===== src/rtl/reward_scan.sv =====
// Scans the neighbor table for the best next hop and emits a reward/forward packet.
// Optional build macro REWARD_LOWE_FILTER_EN skips low-energy neighbors (threshold E_MIN).
module reward_scan #(
  parameter int WORD_WIDTH = 16,
  parameter int NT_DEPTH   = 32,
  parameter int IDX_W      = 5,
  parameter int TS_W       = 6,
  parameter int E_SHIFT    = 4,
  parameter int H_SHIFT    = 2
`ifdef REWARD_LOWE_FILTER_EN
  , parameter logic [WORD_WIDTH-1:0] E_MIN = 16'h0400
`endif
) (
  input  logic                  clk,
  input  logic                  nrst,
  input  logic                  en,
  input  logic [2:0]            fPacketType,
  input  logic                  iAmDestination,
  input  logic [WORD_WIDTH-1:0] fSourceID,
  input  logic [WORD_WIDTH-1:0] myNodeID,
  input  logic [WORD_WIDTH-1:0] myEnergy,
  input  logic [WORD_WIDTH-1:0] hopsFromSink,
  input  logic [TS_W-1:0]       timeslot,
  input  logic [IDX_W:0]        neighborCount,
  output logic [IDX_W-1:0]      nTableIndex,
  input  logic [WORD_WIDTH-1:0] mNodeID,
  input  logic [WORD_WIDTH-1:0] mNodeQValue,
  input  logic [WORD_WIDTH-1:0] mNodeHops,
  input  logic [WORD_WIDTH-1:0] mNodeEnergy,
  input  logic                  okToSend,
  output logic                  rValid,
  output logic [2:0]            rPacketType,
  output logic [WORD_WIDTH-1:0] rSourceID,
  output logic [WORD_WIDTH-1:0] rDestinationID,
  output logic [WORD_WIDTH-1:0] rQValue,
  output logic [WORD_WIDTH-1:0] rEnergyLeft,
  output logic [WORD_WIDTH-1:0] rSourceHops,
  output logic [TS_W-1:0]       rTimeslot,
  output logic                  busy,
  output logic                  noRoute,
  output logic                  reward_done,
  output logic [2:0]            dbg_state_o
);

  // Handshake: rValid rises with all fields stable and holds until a cycle
  // with okToSend=1; the packet is consumed in that cycle and rValid drops next.

  typedef enum logic [2:0] {
    IDLE    = 3'd0,
    SCAN    = 3'd1,
    DRAIN   = 3'd2,
    CALC    = 3'd3,
    WAIT_OK = 3'd4
  } state_t;

  localparam int CW = IDX_W + 1;
  localparam int SW = WORD_WIDTH + 4;

  state_t                state_q, state_d;
  logic [IDX_W-1:0]      idx_q, idx_d;
  logic [CW-1:0]         cnt_q, cnt_d;
  logic                  hb_q, hb_d;
  logic [WORD_WIDTH-1:0] src_q, src_d;
  logic                  cmp_vld_q, cmp_vld_d;
  logic                  have_q, have_d;
  logic [WORD_WIDTH-1:0] bq_q, bq_d;
  logic [WORD_WIDTH-1:0] bh_q, bh_d;
  logic [WORD_WIDTH-1:0] bid_q, bid_d;

  logic                  rvalid_q, rvalid_d;
  logic [2:0]            rtype_q, rtype_d;
  logic [WORD_WIDTH-1:0] rsrc_q, rsrc_d;
  logic [WORD_WIDTH-1:0] rdst_q, rdst_d;
  logic [WORD_WIDTH-1:0] rqv_q, rqv_d;
  logic [WORD_WIDTH-1:0] ren_q, ren_d;
  logic [WORD_WIDTH-1:0] rhops_q, rhops_d;
  logic [TS_W-1:0]       rts_q, rts_d;
  logic                  noroute_q, noroute_d;
  logic                  done_q, done_d;

  logic [CW-1:0]         nc_clamp;
  logic                  accept;
  logic                  eligible;
  logic                  better;
  logic [SW-1:0]         q_sum;
  logic [WORD_WIDTH-1:0] q_sat;

  assign nc_clamp = (neighborCount > CW'(NT_DEPTH)) ? CW'(NT_DEPTH) : neighborCount;
  assign accept   = (fPacketType == 3'b000) ||
                    ((fPacketType == 3'b011) && iAmDestination);

`ifdef REWARD_LOWE_FILTER_EN
  assign eligible = cmp_vld_q && (mNodeEnergy >= E_MIN);
`else
  logic unused_energy;
  assign unused_energy = ^mNodeEnergy;
  assign eligible = cmp_vld_q;
`endif

  // Strict compares keep the earlier (lower) index on a full tie.
  assign better = eligible &&
                  (!have_q || (mNodeQValue > bq_q) ||
                   ((mNodeQValue == bq_q) && (mNodeHops < bh_q)));

  // Extra headroom so a large hop penalty cannot wrap before the sign test.
  assign q_sum = {4'b0, bq_q}
               + ({4'b0, myEnergy} >> E_SHIFT)
               - ({4'b0, hopsFromSink} << H_SHIFT);

  always_comb begin
    q_sat = q_sum[WORD_WIDTH-1:0];
    if (q_sum[SW-1]) begin
      q_sat = '0;
    end else if (|q_sum[SW-2:WORD_WIDTH]) begin
      q_sat = '1;
    end
  end

  always_comb begin
    state_d   = state_q;
    idx_d     = idx_q;
    cnt_d     = cnt_q;
    hb_d      = hb_q;
    src_d     = src_q;
    cmp_vld_d = (state_q == SCAN);
    have_d    = have_q;
    bq_d      = bq_q;
    bh_d      = bh_q;
    bid_d     = bid_q;
    rvalid_d  = rvalid_q;
    rtype_d   = rtype_q;
    rsrc_d    = rsrc_q;
    rdst_d    = rdst_q;
    rqv_d     = rqv_q;
    ren_d     = ren_q;
    rhops_d   = rhops_q;
    rts_d     = rts_q;
    noroute_d = 1'b0;
    done_d    = 1'b0;

    if (better) begin
      have_d = 1'b1;
      bq_d   = mNodeQValue;
      bh_d   = mNodeHops;
      bid_d  = mNodeID;
    end

    case (state_q)
      IDLE: begin
        if (en) begin
          if (accept) begin
            hb_d    = (fPacketType == 3'b000);
            src_d   = fSourceID;
            idx_d   = '0;
            cnt_d   = nc_clamp;
            have_d  = 1'b0;
            state_d = (nc_clamp == '0) ? CALC : SCAN;
          end else begin
            done_d = 1'b1;
          end
        end
      end
      SCAN: begin
        if ({1'b0, idx_q} == cnt_q - CW'(1)) begin
          state_d = DRAIN;
        end else begin
          idx_d = idx_q + IDX_W'(1);
        end
      end
      DRAIN: begin
        state_d = CALC;
      end
      CALC: begin
        if (!have_q) begin
          noroute_d = 1'b1;
          done_d    = 1'b1;
          state_d   = IDLE;
        end else begin
          rvalid_d = 1'b1;
          rtype_d  = hb_q ? 3'b001 : 3'b011;
          rsrc_d   = hb_q ? myNodeID : src_q;
          rdst_d   = bid_q;
          rqv_d    = q_sat;
          ren_d    = myEnergy;
          rhops_d  = hopsFromSink;
          rts_d    = timeslot;
          state_d  = WAIT_OK;
        end
      end
      WAIT_OK: begin
        if (okToSend) begin
          rvalid_d = 1'b0;
          done_d   = 1'b1;
          state_d  = IDLE;
        end
      end
      default: state_d = IDLE;
    endcase
  end

  always_ff @(posedge clk) begin
    if (!nrst) begin
      state_q   <= IDLE;
      idx_q     <= '0;
      cnt_q     <= '0;
      hb_q      <= 1'b0;
      src_q     <= '0;
      cmp_vld_q <= 1'b0;
      have_q    <= 1'b0;
      bq_q      <= '0;
      bh_q      <= '0;
      bid_q     <= '0;
      rvalid_q  <= 1'b0;
      rtype_q   <= '0;
      rsrc_q    <= '0;
      rdst_q    <= '1;
      rqv_q     <= '0;
      ren_q     <= '0;
      rhops_q   <= '0;
      rts_q     <= '0;
      noroute_q <= 1'b0;
      done_q    <= 1'b0;
    end else begin
      state_q   <= state_d;
      idx_q     <= idx_d;
      cnt_q     <= cnt_d;
      hb_q      <= hb_d;
      src_q     <= src_d;
      cmp_vld_q <= cmp_vld_d;
      have_q    <= have_d;
      bq_q      <= bq_d;
      bh_q      <= bh_d;
      bid_q     <= bid_d;
      rvalid_q  <= rvalid_d;
      rtype_q   <= rtype_d;
      rsrc_q    <= rsrc_d;
      rdst_q    <= rdst_d;
      rqv_q     <= rqv_d;
      ren_q     <= ren_d;
      rhops_q   <= rhops_d;
      rts_q     <= rts_d;
      noroute_q <= noroute_d;
      done_q    <= done_d;
    end
  end

  assign nTableIndex    = idx_q;
  assign rValid         = rvalid_q;
  assign rPacketType    = rtype_q;
  assign rSourceID      = rsrc_q;
  assign rDestinationID = rdst_q;
  assign rQValue        = rqv_q;
  assign rEnergyLeft    = ren_q;
  assign rSourceHops    = rhops_q;
  assign rTimeslot      = rts_q;
  assign busy           = (state_q != IDLE);
  assign noRoute        = noroute_q;
  assign reward_done    = done_q;
  assign dbg_state_o    = state_q;

endmodule


===== config.mk =====
export PLATFORM = sky130hd
export DESIGN_NAME = reward_scan
export DESIGN_NICKNAME = d
export VERILOG_FILES = /design/src/rtl/reward_scan.sv
export SDC_FILE = /design/constraint.sdc
export NUM_CORES = 1
export LEC_CHECK = 0
export ABC_AREA = 1
export BUFFER_PORTS_ARGS = -buffer_cell sky130_fd_sc_hd__buf_2
export CAP_MARGIN = 20
export CORE_ASPECT_RATIO = 0.5
export CORE_MARGIN = 4
export CORE_UTILIZATION = 45
export CTS_CLUSTER_SIZE = 30
export DETAILED_ROUTE_END_ITERATION = 8
export PLACE_DENSITY = 0.79
export SLEW_MARGIN = 15
export SYNTH_ARGS = -nofsm -noshare
export SYNTH_HDL_FRONTEND = slang
export SYNTH_SLANG_ARGS = --single-unit

===== constraint.sdc =====
create_clock -name clk -period 5.4 [get_ports clk]
set_input_delay 0.54 -clock clk [delete_from_list [all_inputs] [get_ports clk]]
set_output_delay 0.54 -clock clk [all_outputs]
set_load 0.05 [all_outputs]

==> summary.txt, run 1 <==
STA
  • Max_slew headroom: 32.48%
  • Slew Limit Fails: 0
  • Max Freq: 0.3479 GHz
  • Crit share post-route: 53.23%
  • Worst-margin pin slew: 1013 ps
  • Tmin final: 2874 ps
  • Worst setup margin: 2526 ps
  • Final setup TNS: 0 ps
  • Final setup violation count: 0
  • Layout Skew: 11.33 ps
  • Final Hold Viols: 0
  • RSZ-0062 raised after global routing: false

Clock tree
  • Clock-pin transition on the worst setup and hold timing paths: 70 ps
  • Clock latency on the worst-skew pair: 440 ps
  • Clock root buffer: clkbuf_16
  • CTS Sinks: 172
  • CTS Hold Bufs: 0
  • TritonCTS Buffers: 17
  • Post_cts resized: 0
  • Max clock buf depth: 2
  • TritonCTS clock tree: yes
  • CTS H-tree depth: 4
  • Post-CTS Setup Repair Bufs: 0

Synth
  • Synth area leader: dfxtp_1
  • #FFs+latches synth: 172
  • Mean Syn Cell Area: 6.913 µm²
  • Cells after Synth: 1321
  • Post-synth top cells: 338 x nand2_1, 190 x inv_1, 172 x dfxtp_1, 171 x a21oi_1, 107 x nand3_1
  • Synth Cell Area: 9133 µm²
  • Count of cell types in the netlist: 38
  • Synth area leaders: dfxtp_1 38%, nand2_1 14%, a21oi_1 9.4%
  • Synth top area share: 37.70%
  • Synth Warn #: 0
  • Most common cell in the netlist: nand2_1
  • EDFF count, synth: 0
  • Commonest register cell after synthesis: dfxtp_1
  • Syn_nets: 1534
  • Post-synthesis sequential area ratio: 37.70%
  • Async set-reset flop share out of synthesis: 0%

Place
  • Port Buf Inserts: 231
  • Gpl congestion: 0.9097
  • Post-DP HPWL: 18.09 mm
  • Post-place setup slack: 2271 ps

Power
  • VDD IR max: 0.1876 mV
  • P per Cell Area: 283.2 nW/µm²
  • LEAKAGE: 5.326 nW

Critical path
  • Crit end category: flop
  • Crit path buffers/inverters: 2
  • WS Path Type: reg -> reg
  • Nature of the critical path startpoint: flop
  • CP top delay family: simple AND/OR/NAND/NOR gates
  • Max stage delay on crit path: 490 ps
  • CP Data Required Time: 5680 ps
  • Crit path top cell by count: nand2_1
  • CP max FO: 16
  • CP arrival: 3150 ps
  • Crit-path cells: inv_1 > fa_1 > inv_1 > ha_1 > nand2_1 > nor2_2 > nand3_1 > nand3_2 > nand2_1 > nand2_1 > nand2_1 > nand2_1 > nand3_1 > nand2_1 > a21oi_1
  • Slowest cell on the critical path: fa_1

Global routing
  • Vias in the first global route: 8189
  • First-pass GRT wire length: 40.45 mm
  • GR Util All Layers: 21.72%
  • Largest net degree at the start of global routing: 98
  • Antenna violations before repair: 2
  • Total congestion overflow: 0

Floorplanning
  • Die W: 209.5 µm
  • Die area: 22780 µm²
  • Num rows: 36
  • Placeable core area: 19680 µm²
  • IO Pins: 249
  • Die Ht: 108.7 µm
  • Initial core utilization: 46.40%

Routing
  • Drt total wl: 25.27 mm
  • Detailed Route Iter0 Violations: 571
  • First-pass DRT Iterations: 5
  • Average wire per cell in the routed design: 14.11 µm
  • Vias per Instance: 4.908
  • Post-route antenna net violation count: 0
  • Drc violations: 0
  • Vias: 8791

Hold path
  • Worst Hold Class: in -> reg

Layout
  • P&R area growth vs syn: 20.85%
  • Final net count: 1723
  • Share of layout cells above drive strength 1: 18.52%

Run status
  • Status: finished clean

Run
  • Max-cap violation count: 0
[cell type report]
cell class | instances | area (µm²)
multi-input combinational | 890 | 4658
antenna | 2 | 5.005
tap | 266 | 332.8
inverter | 191 | 716.9
sequential | 172 | 3447
timing repair buffer | 238 | 1235
clock inverter | 10 | 187.7
clock buffer | 22 | 454.2
fill | 1953 | 8647
[sequential cells by signal, indices dropped and copies added, names as in the netlist, 2 cells and up]
signal,cells
rSourceHops,16
rDestinationID,16
cnt_q,6
src_q,16
nTableIndex,5
rEnergyLeft,16
rPacketType,2
bh_q,16
rQValue,16
bid_q,16
rTimeslot,6
bq_q,16
rSourceID,16
dbg_state_o,3
[worst min-delay path, delay by kind of cell]
kind                   cells  cell delay [ps]
AND/OR/NAND/NOR            2              110
buffers and inverters      1               90
[per-stage QoR]
stage | power [mW] | util, % | hold slack (ps) | instances | area, µm²
after floorplan | 1.656 | - | 424.4 | 1321 | 9133
after global placement | 1.781 | 52.59 | 433.7 | 1755 | 10350
after detailed placement | 1.790 | 52.59 | 438.8 | 1755 | 10350
after CTS | 3.146 | 55.85 | 319.9 | 1787 | 10990
after global routing | 3.273 | 56.07 | 333.3 | 1791 | 11040
final | 3.126 | 56.07 | 337.8 | 1791 | 11040
[routing by layer]
metal  track usage, %  wire (µm)
met4            7.771        567
met5                0          0
met3            3.047       1037
met2            36.50      11850
met1            28.98      11810
[logic make-up after synthesis]
| logic type | count (synthesis) | synth area share, % |
|---|---|---|
| compound gates | 246 | 13.89 |
| xor+xnor | 19 | 1.822 |
| fa+ha+maj | 65 | 9.727 |
| buf+inv | 259 | 11.40 |
| flops | 172 | 37.70 |
| other cells | 1 | 0.04106 |
| simple gates | 559 | 25.41 |
[report_power, final]
| part | total (mW) | internal, mW | switching, mW |
|---|---|---|---|
| combinational | 0.456 | 0.177 | 0.279 |
| clock | 1.35 | 0.836 | 0.519 |
| sequential | 1.32 | 1.29 | 0.0218 |
[path summary, 6_finish.rpt]
path                                             from  slack (ps)  cells after the start                      end
worst min register to register  src_q[7]$_SDFFE_PN0P_         450                      2    src_q[7]$_SDFFE_PN0P_
worst max-delay path             bq_q[8]$_SDFFE_PN0P_        2530                     15  rQValue[5]$_SDFFE_PN0P_
worst min-delay path                 neighborCount[4]         340                      3    cnt_q[4]$_SDFFE_PN0P_
worst max register to register   bq_q[8]$_SDFFE_PN0P_        2530                     15  rQValue[5]$_SDFFE_PN0P_
[placed cells by master (no fill, tap or decap), types with 10 or more instances in the layout]
master     count
ha_1          55
fa_1          10
nor2_1        87
clkbuf_16     17
xnor2_1       13
o21ai_0       62
a21oi_1      171
buf_2        230
nand3_1      107
nand2_1      337
dfxtp_1      171
inv_1        189
No activity file was read; power rests on OpenSTA's default activity.
==> run 2, diff against run 1 <==
clock period = 2.7 ns   (was 5.4 ns; I/O delays follow)
==> summary.txt, run 2 (synthesis results as in run 1) <==
Run status
  • Status: finished clean

Routing
  • Vias: 8839 (+0.55%)
  • Detailed Route Iter0 Violations: 599 (+4.9%)
  • Drt total wl: 24.76 mm (-2.0%)
  • Post-route antenna net violation count: 0 (unchanged)
  • Vias per Instance: 4.886 (-0.45%)
  • Average wire per cell in the routed design: 13.68 µm (-3.0%)
  • First-pass DRT Iterations: 6 (+1)
  • Drc violations: 0 (unchanged)

Power
  • Power Internal: 4.497 mW (+95%)
  • P per Cell Area: 542.3 nW/µm² (+91%)
  • Final Power: 6.158 mW (+97%)
  • Clock Power Share: 40.4% (-2.9 points)
  • Sequential fraction of design power: 42.6% (+0.5 points)
  • VDD IR max: 0.3908 mV (+110%)
  • Sw Ratio: 26.98% (+0.76 points)
  • NetSw: 1.661 mW (+100%)
  • LEAKAGE: 5.416 nW (+1.7%)
  • Comb power frac: 17.0% (+2.4 points)

Global routing
  • Vias in the first global route: 7866 (-3.9%)
  • Antenna violations before repair: 1 (-1)
  • GR Util All Layers: 20.67% (-1.1 points)
  • First-pass GRT wire length: 38.73 mm (-4.2%)
  • Largest net degree at the start of global routing: 110 (+12%)
  • Total congestion overflow: 0 (unchanged)

Critical path
  • R2R Path End: rQValue[15]$_SDFFE_PN0P_
  • Crit end category: flop
  • Reg-to-Reg Start: bq_q[8]$_SDFFE_PN0P_
  • Worst setup startpoint: bq_q[8]$_SDFFE_PN0P_
  • WS Path Type: reg -> reg
  • CP arrival: 2800 ps (-350 ps)
  • CP Data Required Time: 2980 ps (-2700 ps)
  • CP max FO: 16 (unchanged)
  • Worst reg2reg path depth: 14 (-1)
  • R2r setup slk: 180 ps (-2340 ps)
  • Nature of the critical path startpoint: flop

STA
  • Max Freq: 0.3975 GHz (+14%)
  • Tmin final: 2516 ps (-358.7 ps)
  • Slew Limit Fails: 0 (unchanged)
  • Worst setup margin: 184.3 ps (-2341 ps)
  • Max_slew headroom: 46.78% (+14 points)
  • Worst-margin pin slew: 798.3 ps (-214.4 ps)
  • Final Hold Viols: 0 (unchanged)
  • Final setup violation count: 0 (unchanged)
  • Crit share post-route: 93.17% (+40 points)
  • Layout Skew: 11.46 ps (+0.1302 ps)

Run
  • Max-cap violation count: 0 (unchanged)

Place
  • Port Buf Inserts: 231 (unchanged)
  • Post-DP HPWL: 18.11 mm (+0.11%)
  • Post-DP Area: 10580 µm² (+2.2%)
  • Gpl congestion: 0.9444 (+3.8%)
  • Post-place setup slack: 44.04 ps (-2227 ps)

Floorplanning
  • Initial core utilization: 46.40% (unchanged)
  • Placeable core area: 19680 µm² (unchanged)
  • Die area: 22780 µm² (unchanged)
  • Die Ht: 108.7 µm (unchanged)
  • IO Pins: 249 (unchanged)
  • Die W: 209.5 µm (unchanged)
  • Num rows: 36 (unchanged)

Clock tree
  • TritonCTS clock tree: yes
  • Clock latency on the worst-skew pair: 430 ps (about the same)
  • Max clock buf depth: 2 (unchanged)
  • CTS Sinks: 172 (unchanged)
  • Clock root buffer: clkbuf_16
  • CTS Hold Bufs: 0 (unchanged)
  • CTS H-tree depth: 4 (unchanged)
  • Clock-pin transition on the worst setup and hold timing paths: 70 ps (about the same)
  • TritonCTS Buffers: 17 (unchanged)

Layout
  • Share of layout cells above drive strength 1: 21.21% (+2.7 points)
  • Fin area: 11350 µm² (+2.9%)
  • Most frequent cells in the layout: 333 x nand2_1, 230 x buf_2, 186 x inv_1
  • P&R area growth vs syn: 24.33%
  • Final net count: 1742 (+1.1%)
  • Most common cell after layout, fill and taps aside: nand2_1

Hold path
  • Hold wc startpoint: timeslot[0]
  • Hold path endpoint: rTimeslot[0]$_SDFFE_PN0P_
  • Worst Hold Class: in -> reg
  • Hold depth: 3 (unchanged)
==> run 2: worst max path at each step <==
stage                                     to  slack [ps]
global placement    rQValue[15]$_SDFFE_PN0P_          60
CTS                  rQValue[9]$_SDFFE_PN0P_          70
floorplan           rQValue[10]$_SDFFE_PN0P_         280
global route        rQValue[12]$_SDFFE_PN0P_          -6
finish              rQValue[15]$_SDFFE_PN0P_         180
detailed placement  rQValue[10]$_SDFFE_PN0P_          40
==> run 2: cell type report <==
type	instances	area (µm²)
clock buffer	24	491.7
fill	1852	8329
multi-input combinational	890	4813
sequential	172	3448
clock inverter	8	107.6
antenna	1	2.502
timing repair buffer	257	1441
tap	266	332.8
inverter	191	716.9
==> run 2: worst max-delay path: stages (launching register included) <==
cell and delay, ps:
dfxtp_1 330, inv_1 80, fa_1 490, inv_1 70, ha_4 300, nand2_1 120
nor2_4 120, nand4_1 100, nor3_2 220, nor2_2 80, nor2_4 120, buf_12 140
nand3_1 80, nand2_1 80, a21oi_2 50
==> run 2: what timing repair did <==
item	in CTS	in global routing
setup endpoints to repair	0	16
gates resized for setup	0	29
buffers inserted	0	2
==> run 2: through the flow <==
step | std cells | hold slack [ps] | setup TNS (ps) | util, %
floorplan | 1321 | 401.3 | 0 | -
global placement | 1774 | 433.9 | 0 | 53.76
detailed placement | 1774 | 439.9 | 0 | 53.76
CTS | 1806 | 58.93 | 0 | 56.80
global route | 1809 | 74.88 | -6.438 | 57.68
finish | 1809 | 79.00 | 0 | 57.68
==> run 2: power groups by stage <==
stage               Sequential, mW  Clock, mW  Combinational, mW
floorplan                     2.68          0              0.636
global placement              2.68          0              0.939
detailed placement            2.68          0              0.951
CTS                           2.62       2.53              0.959
global route                  2.63       2.64               1.18
finish                        2.62       2.49               1.05
==> run 2: layer usage <==
| layer | vias to the layer above | part of all wire [%] | track usage (%) |
|---|---|---|---|
| met2 | 198 | 46 | 33.53 |
| met5 | - | 0 | 0 |
| met4 | 0 | 2.8 | 7.818 |
| met3 | 45 | 3.9 | 2.673 |
| li1 | 4609 | - | - |
| met1 | 3987 | 47 | 28.47 |
==> run 3, diff against run 2 <==
==> constraint.sdc (replaced) <==
create_clock -name clk -period 2.7 [get_ports clk]
set_input_delay 0.81 -clock clk [delete_from_list [all_inputs] [get_ports clk]]
set_output_delay 0.81 -clock clk [all_outputs]
set_load 0.05 [all_outputs]
==> summary.txt, run 3 (synthesis results as in run 1) <==
STA
  • Tmin final: 2727 ps (+210.8 ps)
  • Max Freq: 0.3668 GHz (-7.7%)
  • Worst-margin pin slew: 991.4 ps (+193.1 ps)
  • Crit share post-route: 101.0% (+7.8 points)
  • RSZ-0062 raised after global routing: true
  • Layout Skew: 12.40 ps (+0.9423 ps)
  • Final setup violation count: 6 (+6)
  • Max_slew headroom: 33.91% (-13 points)
  • Final Hold Viols: 0 (unchanged)
  • Slew Limit Fails: 0 (unchanged)
  • Worst setup margin: -26.54 ps (-210.8 ps)

Hold path
  • Hold wc startpoint: src_q[6]$_SDFFE_PN0P_
  • Worst Hold Class: reg -> reg

Floorplanning
  • Die Ht: 108.7 µm (unchanged)
  • Initial core utilization: 46.40% (unchanged)
  • Num rows: 36 (unchanged)
  • Die W: 209.5 µm (unchanged)
  • Die area: 22780 µm² (unchanged)
  • IO Pins: 249 (unchanged)
  • Placeable core area: 19680 µm² (unchanged)

Clock tree
  • CTS Hold Bufs: 0 (unchanged)
  • Max clock buf depth: 2 (unchanged)
  • Clock latency on the worst-skew pair: 440 ps (about the same)
  • CTS Sinks: 172 (unchanged)
  • Clock-pin transition on the worst setup and hold timing paths: 80 ps (about the same)
  • TritonCTS clock tree: yes
  • CTS H-tree depth: 4 (unchanged)
  • Clock root buffer: clkbuf_16
  • TritonCTS Buffers: 17 (unchanged)

Run
  • Max-cap violation count: 0 (unchanged)

Place
  • Gpl congestion: 0.8633 (-8.6%)
  • Post-DP HPWL: 18.38 mm (+1.5%)
  • Port Buf Inserts: 231 (unchanged)
  • DP Cell Count: 1810 (+2.0%)
  • Post-DP Area: 11040 µm² (+4.4%)
  • Post-place setup slack: -465.8 ps (-509.9 ps)

Critical path
  • R2r setup slk: 60 ps (-120 ps)
  • Worst setup startpoint: hopsFromSink[8]
  • Reg-to-Reg Start: bq_q[7]$_SDFFE_PN0P_
  • CP max FO: 8 (-8)
  • CP arrival: 3030 ps (+230 ps)
  • Crit end category: flop
  • WS Path Type: in -> reg
  • CP Data Required Time: 3010 ps (+30 ps)
  • Nature of the critical path startpoint: primary input

Power
  • VDD IR max: 0.4300 mV (+10%)
  • P per Cell Area: 545.1 nW/µm² (+0.51%)
  • LEAKAGE: 5.655 nW (+4.4%)

Global routing
  • GR Util All Layers: 21.58% (+0.91 points)
  • Vias in the first global route: 8090 (+2.8%)
  • Total congestion overflow: 0 (unchanged)
  • Antenna violations before repair: 1 (unchanged)
  • First-pass GRT wire length: 40.03 mm (+3.3%)
  • Largest net degree at the start of global routing: 98 (-11%)

Routing
  • Vias per Instance: 4.896 (+0.20%)
  • Vias: 9048 (+2.4%)
  • First-pass DRT Iterations: 6 (unchanged)
  • Average wire per cell in the routed design: 14.17 µm (+3.5%)
  • Detailed Route Iter0 Violations: 645 (+7.7%)
  • Post-route antenna net violation count: 0 (unchanged)
  • Drc violations: 0 (unchanged)
  • Drt total wl: 26.18 mm (+5.8%)

Layout
  • Fin area: 11910 µm² (+4.8%)
  • Footprint of the multi-input gates: 5007 µm² (+4.0%)
  • Share of layout cells above drive strength 1: 26.82% (+5.6 points)
  • Final net count: 1781 (+2.2%)
  • Register Area: 3447 µm² (about the same)
  • Most frequent cells in the layout: 313 x nand2_1, 227 x buf_2, 171 x dfxtp_1
  • Most common cell after layout, fill and taps aside: nand2_1
  • P&R area growth vs syn: 30.36%
  • Post-Layout Cell Count: 1848 (+2.2%)
  • Fill cells: 1822 (-1.6%)

Run status
  • Status: finished with violations
  • Failing checks: setup timing
-- run 3: metal layers --
layer | track usage (%) | vias to the layer above | share of wire [%]
li1 | - | 4692 | -
met2 | 35.71 | 202 | 48
met5 | 0 | - | 0
met4 | 6.003 | 0 | 1.6
met3 | 3.794 | 31 | 4.1
met1 | 29.38 | 4123 | 46
-- run 3: power breakdown --
part	switching, mW	internal, mW	total (mW)
clock network	1.09	1.51	2.60
logic	0.685	0.572	1.26
registers	0.0432	2.59	2.63
total	1.82	4.67	6.49
-- run 3: cell type report --
cell class | instances | share of cell area [%]
clock buffer | 19 | 3.805
inverter | 191 | 6.043
clock inverter | 13 | 1.377
antenna | 1 | 0.02102
tap | 266 | 2.796
multi-input combinational | 891 | 42.06
timing repair buffer | 295 | 14.94
sequential | 172 | 28.95
-- run 3: timing repair --
action / 4_1_cts / 5_1_grt
buffers inserted: 0 / 3
gates resized for setup: 2 / 53
gates cloned: 0 / 2
endpoints found under the setup margin: 6 / 16
pin swaps: 0 / 34
-- run 3: critical path, cell delays in order --
cell	delay [ps]
buf_2	130
fa_1	560
inv_2	50
ha_4	290
nand2_4	70
nor2_4	140
nand2_2	90
nor3_4	260
nor2_4	60
nor2_4	170
buf_12	150
nand3_2	70
nand2_1	110
a21oi_2	80
-- run 3: per-stage QoR --
step	TNS (ps)	power [mW]	utilization (%)	hold slack (ps)
floorplan	-1214	3.404	-	424.4
global placement	-6318	3.821	56.10	432.1
detailed placement	-6944	3.837	56.10	440.5
CTS	0	6.433	59.26	451.2
global route	-1274	6.773	60.48	463.6
finish	-65.78	6.490	60.48	446.0
-- run 3: path summary, 6_finish.rpt --
| kind | cells past startpoint | to |
|---|---|---|
| max | 14 | rQValue[10]$_SDFFE_PN0P_ |
| min | 2 | src_q[6]$_SDFFE_PN0P_ |
| max reg2reg | 14 | rQValue[10]$_SDFFE_PN0P_ |
| min reg2reg | 2 | src_q[6]$_SDFFE_PN0P_ |
